**src/rtl/hanoi_solver.sv**
```systemverilog
// ----------------------------------------------------------------------------
// hanoi_solver
//   Sequencer that drives the from/to move inputs of a towers-of-Hanoi puzzle
//   model. After start, issues the optimal 2^N-1 move sequence (one move per
//   non-stalled clock) that transfers the tower from peg A to peg B. Whenever
//   no real move is presented, from==to==A so the puzzle model holds.
//
//   Peg encoding: A=2'd0, B=2'd1, C=2'd2 (2'd3 never driven).
//
// Parameters
//   N   number of discs, 1..16
//   KW  width of move_count; 2^N-1 must fit in KW bits
//
// Ports
//   clock       in   single clock, rising edge
//   reset       in   asynchronous, active-high; returns to IDLE
//   start       in   level, sampled in IDLE only
//   stall       in   level, one registered no-op per stalled cycle
//   from/to     out  source/destination peg of the current move
//   move_valid  out  from/to hold a real move this cycle
//   busy        out  sequence in progress
//   done        out  all 2^N-1 moves issued (terminal until reset)
//   move_count  out  number of moves issued so far
//   err         out  only with HANOI_SOLVER_CHECK_EN: sticky shadow-count error
//
// Optional feature: define HANOI_SOLVER_CHECK_EN to add shadow disc counters
// per peg and the err output.
// ----------------------------------------------------------------------------
module hanoi_solver #(
    parameter int N  = 5,
    parameter int KW = N
) (
    input  logic          clock,
    input  logic          reset,
    input  logic          start,
    input  logic          stall,
    output logic [1:0]    from,
    output logic [1:0]    to,
    output logic          move_valid,
    output logic          busy,
    output logic          done,
    output logic [KW-1:0] move_count
`ifdef HANOI_SOLVER_CHECK_EN
    ,
    output logic          err
`endif
);

    typedef enum logic [1:0] {IDLE, RUN, FINISHED} state_t;

    localparam logic [1:0]  PEG_A = 2'd0;
    // k runs 1..2^N inclusive, hence one bit wider than move_count.
    localparam logic [KW:0] LAST_K = (KW+1)'((1 << N) - 1);

    state_t        r_state, w_state_next;
    logic [KW:0]   r_k, w_k_next;
    logic [1:0]    r_from, r_to, w_from_next, w_to_next;
    logic          r_valid, w_valid_next;
    logic          r_busy, w_busy_next;
    logic          r_done, w_done_next;
    logic [KW-1:0] r_count, w_count_next;
    logic          w_issue;

    function automatic logic [1:0] mod3(input logic [KW:0] x);
        return 2'(x % (KW+1)'(3));
    endfunction

    function automatic logic [1:0] swap12(input logic [1:0] p);
        return (p == 2'd1) ? 2'd2 : (p == 2'd2) ? 2'd1 : p;
    endfunction

    // Closed-form move k: returns {from, to}. Odd N mirrors pegs B and C so
    // the tower lands on B rather than C.
    function automatic logic [3:0] move_of(input logic [KW:0] k);
        logic [KW:0] km1;
        logic [1:0]  f, t;
        km1 = k - 1'b1;
        f   = mod3(k & km1);
        t   = mod3((k | km1) + 1'b1);
        if (N % 2 == 1) begin
            f = swap12(f);
            t = swap12(t);
        end
        return {f, t};
    endfunction

    // NOTE: every signal written here gets a default first so no path leaves
    // it unassigned, which would otherwise infer a latch.
    always_comb begin
        w_state_next = r_state;
        w_k_next     = r_k;
        w_from_next  = PEG_A;
        w_to_next    = PEG_A;
        w_valid_next = 1'b0;
        w_count_next = r_count;
        w_busy_next  = 1'b0;
        w_issue      = 1'b0;

        unique case (r_state)
            IDLE: begin
                if (start) begin
                    w_state_next = RUN;
                    w_busy_next  = 1'b1;
                    w_issue      = !stall;
                end
            end
            RUN: begin
                w_busy_next = 1'b1;
                w_issue     = !stall;
            end
            default: ; // FINISHED: terminal until reset
        endcase

        if (w_issue) begin
            {w_from_next, w_to_next} = move_of(r_k);
            w_valid_next = 1'b1;
            w_count_next = r_k[KW-1:0];
            w_k_next     = r_k + 1'b1;
            if (r_k == LAST_K) w_state_next = FINISHED;
        end

        // done lags the state by one edge: it rises on the edge after the
        // last move is registered.
        w_done_next = (r_state == FINISHED);
    end

    // NOTE: sequential state uses non-blocking assignments so every register
    // samples the pre-edge values, independent of statement order.
    always_ff @(posedge clock or posedge reset) begin
        if (reset) begin
            r_state <= IDLE;
            r_k     <= (KW+1)'(1);
            r_from  <= PEG_A;
            r_to    <= PEG_A;
            r_valid <= 1'b0;
            r_busy  <= 1'b0;
            r_done  <= 1'b0;
            r_count <= '0;
        end else begin
            r_state <= w_state_next;
            r_k     <= w_k_next;
            r_from  <= w_from_next;
            r_to    <= w_to_next;
            r_valid <= w_valid_next;
            r_busy  <= w_busy_next;
            r_done  <= w_done_next;
            r_count <= w_count_next;
        end
    end

    assign from       = r_from;
    assign to         = r_to;
    assign move_valid = r_valid;
    assign busy       = r_busy;
    assign done       = r_done;
    assign move_count = r_count;

`ifdef HANOI_SOLVER_CHECK_EN
    localparam int CW = (N < 2) ? 1 : $clog2(N + 1);

    logic [CW-1:0] r_cnt_a, r_cnt_b, r_cnt_c;
    logic [CW-1:0] w_src_cnt;
    logic          r_err;

    always_comb begin
        unique case (w_from_next)
            2'd0:    w_src_cnt = r_cnt_a;
            2'd1:    w_src_cnt = r_cnt_b;
            default: w_src_cnt = r_cnt_c;
        endcase
    end

    // Shadow counters track the move being registered on this edge; a valid
    // move never has from==to, so the source and destination updates never
    // collide on the same counter.
    always_ff @(posedge clock or posedge reset) begin
        if (reset) begin
            r_cnt_a <= CW'(N);
            r_cnt_b <= '0;
            r_cnt_c <= '0;
            r_err   <= 1'b0;
        end else begin
            if (w_valid_next) begin
                unique case (w_from_next)
                    2'd0:    r_cnt_a <= r_cnt_a - 1'b1;
                    2'd1:    r_cnt_b <= r_cnt_b - 1'b1;
                    default: r_cnt_c <= r_cnt_c - 1'b1;
                endcase
                unique case (w_to_next)
                    2'd0:    r_cnt_a <= r_cnt_a + 1'b1;
                    2'd1:    r_cnt_b <= r_cnt_b + 1'b1;
                    default: r_cnt_c <= r_cnt_c + 1'b1;
                endcase
            end
            if ((w_valid_next && (w_src_cnt == '0)) ||
                ((r_state == FINISHED) && (r_cnt_b != CW'(N))))
                r_err <= 1'b1;
        end
    end

    assign err = r_err;
`endif

endmodule

```
**config.mk**
```make
export PLATFORM = sky130hd
export DESIGN_NAME = hanoi_solver
export DESIGN_NICKNAME = d
export VERILOG_FILES = /design/src/rtl/hanoi_solver.sv
export SDC_FILE = /design/constraint.sdc
export NUM_CORES = 1
export LEC_CHECK = 0
export BUFFER_PORTS_ARGS = -buffer_cell sky130_fd_sc_hd__buf_2
export CORE_MARGIN = 5
export CORE_UTILIZATION = 55
export DETAILED_ROUTE_END_ITERATION = 16
export HOLD_SLACK_MARGIN = 0.05
export PLACE_DENSITY_LB_ADDON = 0.12
export SETUP_SLACK_MARGIN = 0.4
export SLEW_MARGIN = 40
export SYNTH_ARGS = -nofsm -noshare
export SYNTH_HDL_FRONTEND = slang
export SYNTH_SLANG_ARGS = --single-unit
```
**constraint.sdc**
```tcl
create_clock -name clock -period 4.4 [get_ports clock]
set_input_delay 0.88 -clock clock [delete_from_list [all_inputs] [get_ports clock]]
set_output_delay 0.88 -clock clock [all_outputs]
set_load 0.005 [all_outputs]
```
Word level (Yosys, flattened, before mapping)
Cells that the tools add are included.

Bits in registers: 20. Input bits: 4. Output and inout bits: 12.

$add $sub $neg: 3. Div/mod/pow operators: 2. Eq/ne operators: 7. Mux-type cells: 15. Bitwise gates (word level): 2. Reduce and logical (&&, ||, !) cells: 2.

Operators with widths (count): $mux W2 (10); $add A6 B1 Y6 const B (2); $mod A6 B2 Y6 const B (2); $and A6 B6 Y6 (1); $eq A2 B1 Y1 const B (3); $eq A2 B2 Y1 const B (3); $eq A6 B5 Y1 const B (1); $or A6 B6 Y6 (1); $sub A6 B1 Y6 const B (1); $pmux W1 S2 (2); $mux W1 (3); $logic_not A2 Y1 (1); $logic_not A1 Y1 (1).

Logic depth before layout (Yosys ltp)
Depth after elaboration: 8. Depth in mapped cells: 20. Gate-level depth less buffers: 16.

Least setup slack after synthesis
No wires, ideal clock.

Path type: flip-flop to flip-flop. From: register r_k[0]. To: register r_to[1], in the netlist to[1]. Data arrival time: 3.613 ns. Required time: 4.272 ns. Slack: 0.659 ns. Stages on the path, launching flop included: 21. Cells stage by stage: dfstp_2 buf_6 inv_1 ha_1 buf_4 nor2b_1 mux2i_1 nand3b_4 buf_2 xnor2_2 nor2_1 o31ai_2 ha_1 clkbuf_1 nor2_1 nand2_1 o21ai_0 a22oi_1 o211ai_1 nor4_1 a21oi_1.

Cells in the longest elaborated chain, start to end: 8. Elaborated cells on any way between the ends: 9. Those cells by class: 2 x add/sub; 1 x div; 2 x eq/ne; 3 x mux; 1 x bitwise.

RTL lines: start, declared (line 56) `logic [KW:0] r_k, w_k_next;`; start signal, assigned (line 132) `r_k <= (KW+1)'(1);`; start signal, assigned (line 141) `r_k <= w_k_next;`; $sub A6 B1 Y6 (line 77) `km1 = k - 1'b1;`; $or A6 B6 Y6 (*) (line 79) `t = mod3((k | km1) + 1'b1);`; $add A6 B1 Y6 (*) (line 79); $mod A6 B2 Y6 (*) (line 65) `return 2'(x % (KW+1)'(3));`; $eq A2 B2 Y1 (line 69) `return (p == 2'd1) ? 2'd2 : (p == 2'd2) ? 2'd1 : p;`; $mux W2 (line 69); $mux W2 (*) (line 69); $mux W2 (*) (line 114) `if (w_issue) begin`; net w_to_next[1] (line 57) `logic [1:0] r_from, r_to, w_from_next, w_to_next;`; end signal, assigned (line 143) `r_to <= w_to_next;`; end, declared (line 57).

The timed path passes the listed nets; every way through them passes the cells marked *. A chain may end at the register's enable or synchronous reset.

Final worst setup path
Ends and elaborated chain as after synthesis.

==> run metrics <==
status completed; post-synthesis register bit count 20; CTS tree yes; Reg clk slew, reported paths 0.11 ns; clk sinks 20; total CTS buffers 3; first-pass GRT wire length 6.45 mm; core area 2980 um2; Seq. cell area 502 um2; number of max-cap violations 0; most frequent cells in the layout dfrtp_1, nand2_1, buf_2; Bufs and invs on worst path 1; area of the multi-input gates 1120 um2; # setup viols final 0; syn_nets 206; initial antenna violation count 0; Seq/Total Area, Yosys 30.1%; Period Utilization, post-route 84.2%; die height 65.0 um; commonest non-fill, non-tap cell in the layout dfrtp_1; Slew Viols, Final 0; layout cell share with drive strength beyond 1 24.3%; Cell Area, Synth 1670 um2; Routed WL 3.80 mm; Synthesis Warnings 0; post-layout minimum cycle time 3.70 ns; M2 GR Usage 33.7%; # DRC 0; Initial DRT Pass Iterations 4; synthesis-to-layout area growth 11.0%; EDFF count, synth 0; # rows 20; Post-Syn Instances 195; Die Area 4230 um2; Arrival @ worst endpoint 3.89 ns; Max Freq 270 MHz; met3 Resource Use GR 2.77%; Fill cells 252; gpl congestion 0.877; clock tree buffer depth 2; post-synth cell types 55; Worst Tran Pin Value 0.690 ns; H-tree levels 1; vias in the first global route 1429; CP max-delay cell dfstp_2; PortBufs 15; I/O pins 16; Worst Hold Class flop to flop; Max Fanout on Critical Path 11; total track usage 19.4%; HPWL after DPL 2.76 mm; Worst EP required 4.59 ns; cell breakdown of the critical path inv_1, ha_4, o21bai_2, mux2i_4, and2_2, xnor2_4, nor2_1, o31ai_2, ha_4, nor2_1, nand2_1, o21ai_0, a22oi_1, o211ai_1, nor4_1, a21oi_1; total gr overflow 0; global-route track usage on met1 23.1%; RSZ-0062 raised after global routing no; Async S/R FF share, synth 100%; Mean Syn Cell Area 8.55 um2; crit path capture type flop; Routed Antenna Nets 0; Die W 65.0 um; CP delay by family, top compound AO/OA/AOI/OAI gates; WS Path Type flop to flop; 1st-iter DRT viols 130; Antenna Cells 0; Slew HR 53.7%; crit start category flop; DR vias/cell 6.32; Fin Setup TNS 0 ns; Root Buffer clkbuf_4; worst clock skew 0.00111 ns; largest net degree at the start of global routing 21; Vias 1510; Clk Latency, worst-skew pair 0.30 ns; Critical Path Max Stage Delay 0.67 ns; Wirelength per Cell 15.9 um; Top FF cell, synth dfrtp_1; effective utilization at floorplan 56.0%; Fin. Hold Viols 0; hold_buf cts 0; Final #Nets 218; most used routing layer met2
## layout make-up
class | count | share of cell area, %
Tap cell | 33 | 2.23
Multi-Input combinational cell | 153 | 60.6
Timing Repair Buffer | 21 | 6.49
Inverter | 8 | 1.62
Sequential cell | 20 | 27.1
Clock buffer | 4 | 1.96
## worst register-to-register path: cells and delay by family, from the launching register on
| kind | cells | cell delay (ns) |
|---|---|---|
| xor gates and xnor gates | 1 | 0.15 |
| and+or+nand+nor | 5 | 0.77 |
| buffers and inverters | 1 | 0.13 |
| adders and majority gates | 2 | 0.48 |
| DFF | 1 | 0.67 |
| AOI/OAI and AO/OA | 6 | 1.08 |
| muxes | 1 | 0.31 |
## cell families (layout without fill, tap and decap cells)
logic type | count (synthesis) | in the layout | synth area share (%)
buffers and inverters | 22 | 33 | 6.38
XOR/XNOR | 9 | 9 | 5.18
AND/OR/NAND/NOR | 77 | 77 | 25.6
AO/OA/AOI/OAI | 50 | 50 | 20.6
flip-flops | 20 | 20 | 30.1
adder cells (fa/ha/maj) | 7 | 7 | 5.26
multiplexers | 10 | 10 | 6.91
## worst paths after layout
check | from | end | slack [ns] | cells past startpoint
max in group asynchronous | reset | r_k[0] | 3.47 | 2
min in group asynchronous | reset | from[0] | 0.58 | 2
max reg2reg | r_k[0] | to[1] | 0.70 | 16
min reg2reg | r_state[0] | done | 0.47 | 1
min | r_state[0] | done | 0.47 | 1
max | r_k[0] | to[1] | 0.70 | 16
## per-stage QoR
step | cell area, um2 | hold WS [ns] | util (%) | std cells | worst slack, ns
2_1_floorplan | 1670 | 0.424 | - | 195 | 0.659
3_3_place_gp | 1730 | 0.435 | 58.1 | 232 | 0.414
3_5_place_dp | 1730 | 0.448 | 58.1 | 232 | 0.333
4_1_cts | 1770 | 0.463 | 59.5 | 236 | 0.477
5_1_grt | 1850 | 0.483 | 62.1 | 239 | 0.396
6_report | 1850 | 0.465 | 62.1 | 239 | 0.696
## flip-flops by register name (all words and copies together) (netlist names)
name and count:
to 2, move_count 5, from 2, busy 1
move_valid 1, r_k 6, r_state 2, done 1
## per-layer routing
| layer | up-vias | part of all wire [%] | routed length (um) |
|---|---|---|---|
| met2 | 42 | 51 | 1930 |
| met5 | - | 0 | 0 |
| met3 | 12 | 3.2 | 121 |
| met4 | 0 | 2.9 | 109 |
| met1 | 731 | 43 | 1640 |
| li1 | 725 | - | - |
## synth_stat cells (6+ instances only)
library cell / instances / share of area (%)
a21oi_1: 12 / 3.6
dfrtp_1: 19 / 29
ha_1: 7 / 5.3
inv_1: 8 / 1.8
mux2_2: 6 / 4.1
nand2_1: 16 / 3.6
nand2b_1: 6 / 2.3
nand3_1: 13 / 3.9
nor2_1: 14 / 3.2
o21ai_0: 8 / 2.4
xnor2_1: 7 / 3.7
## what timing repair did
| action | CTS | global route |
|---|---|---|
| setup endpoints to repair | 1 | 1 |
| setup buffers | 0 | 3 |
| endpoints found under the hold margin | 0 | 0 |
| pin swaps | 0 | 1 |
| resized for setup | 2 | 8 |
Power is not shown: default switching activity piles up to over one toggle a cycle in this logic, so the estimate is an artifact.
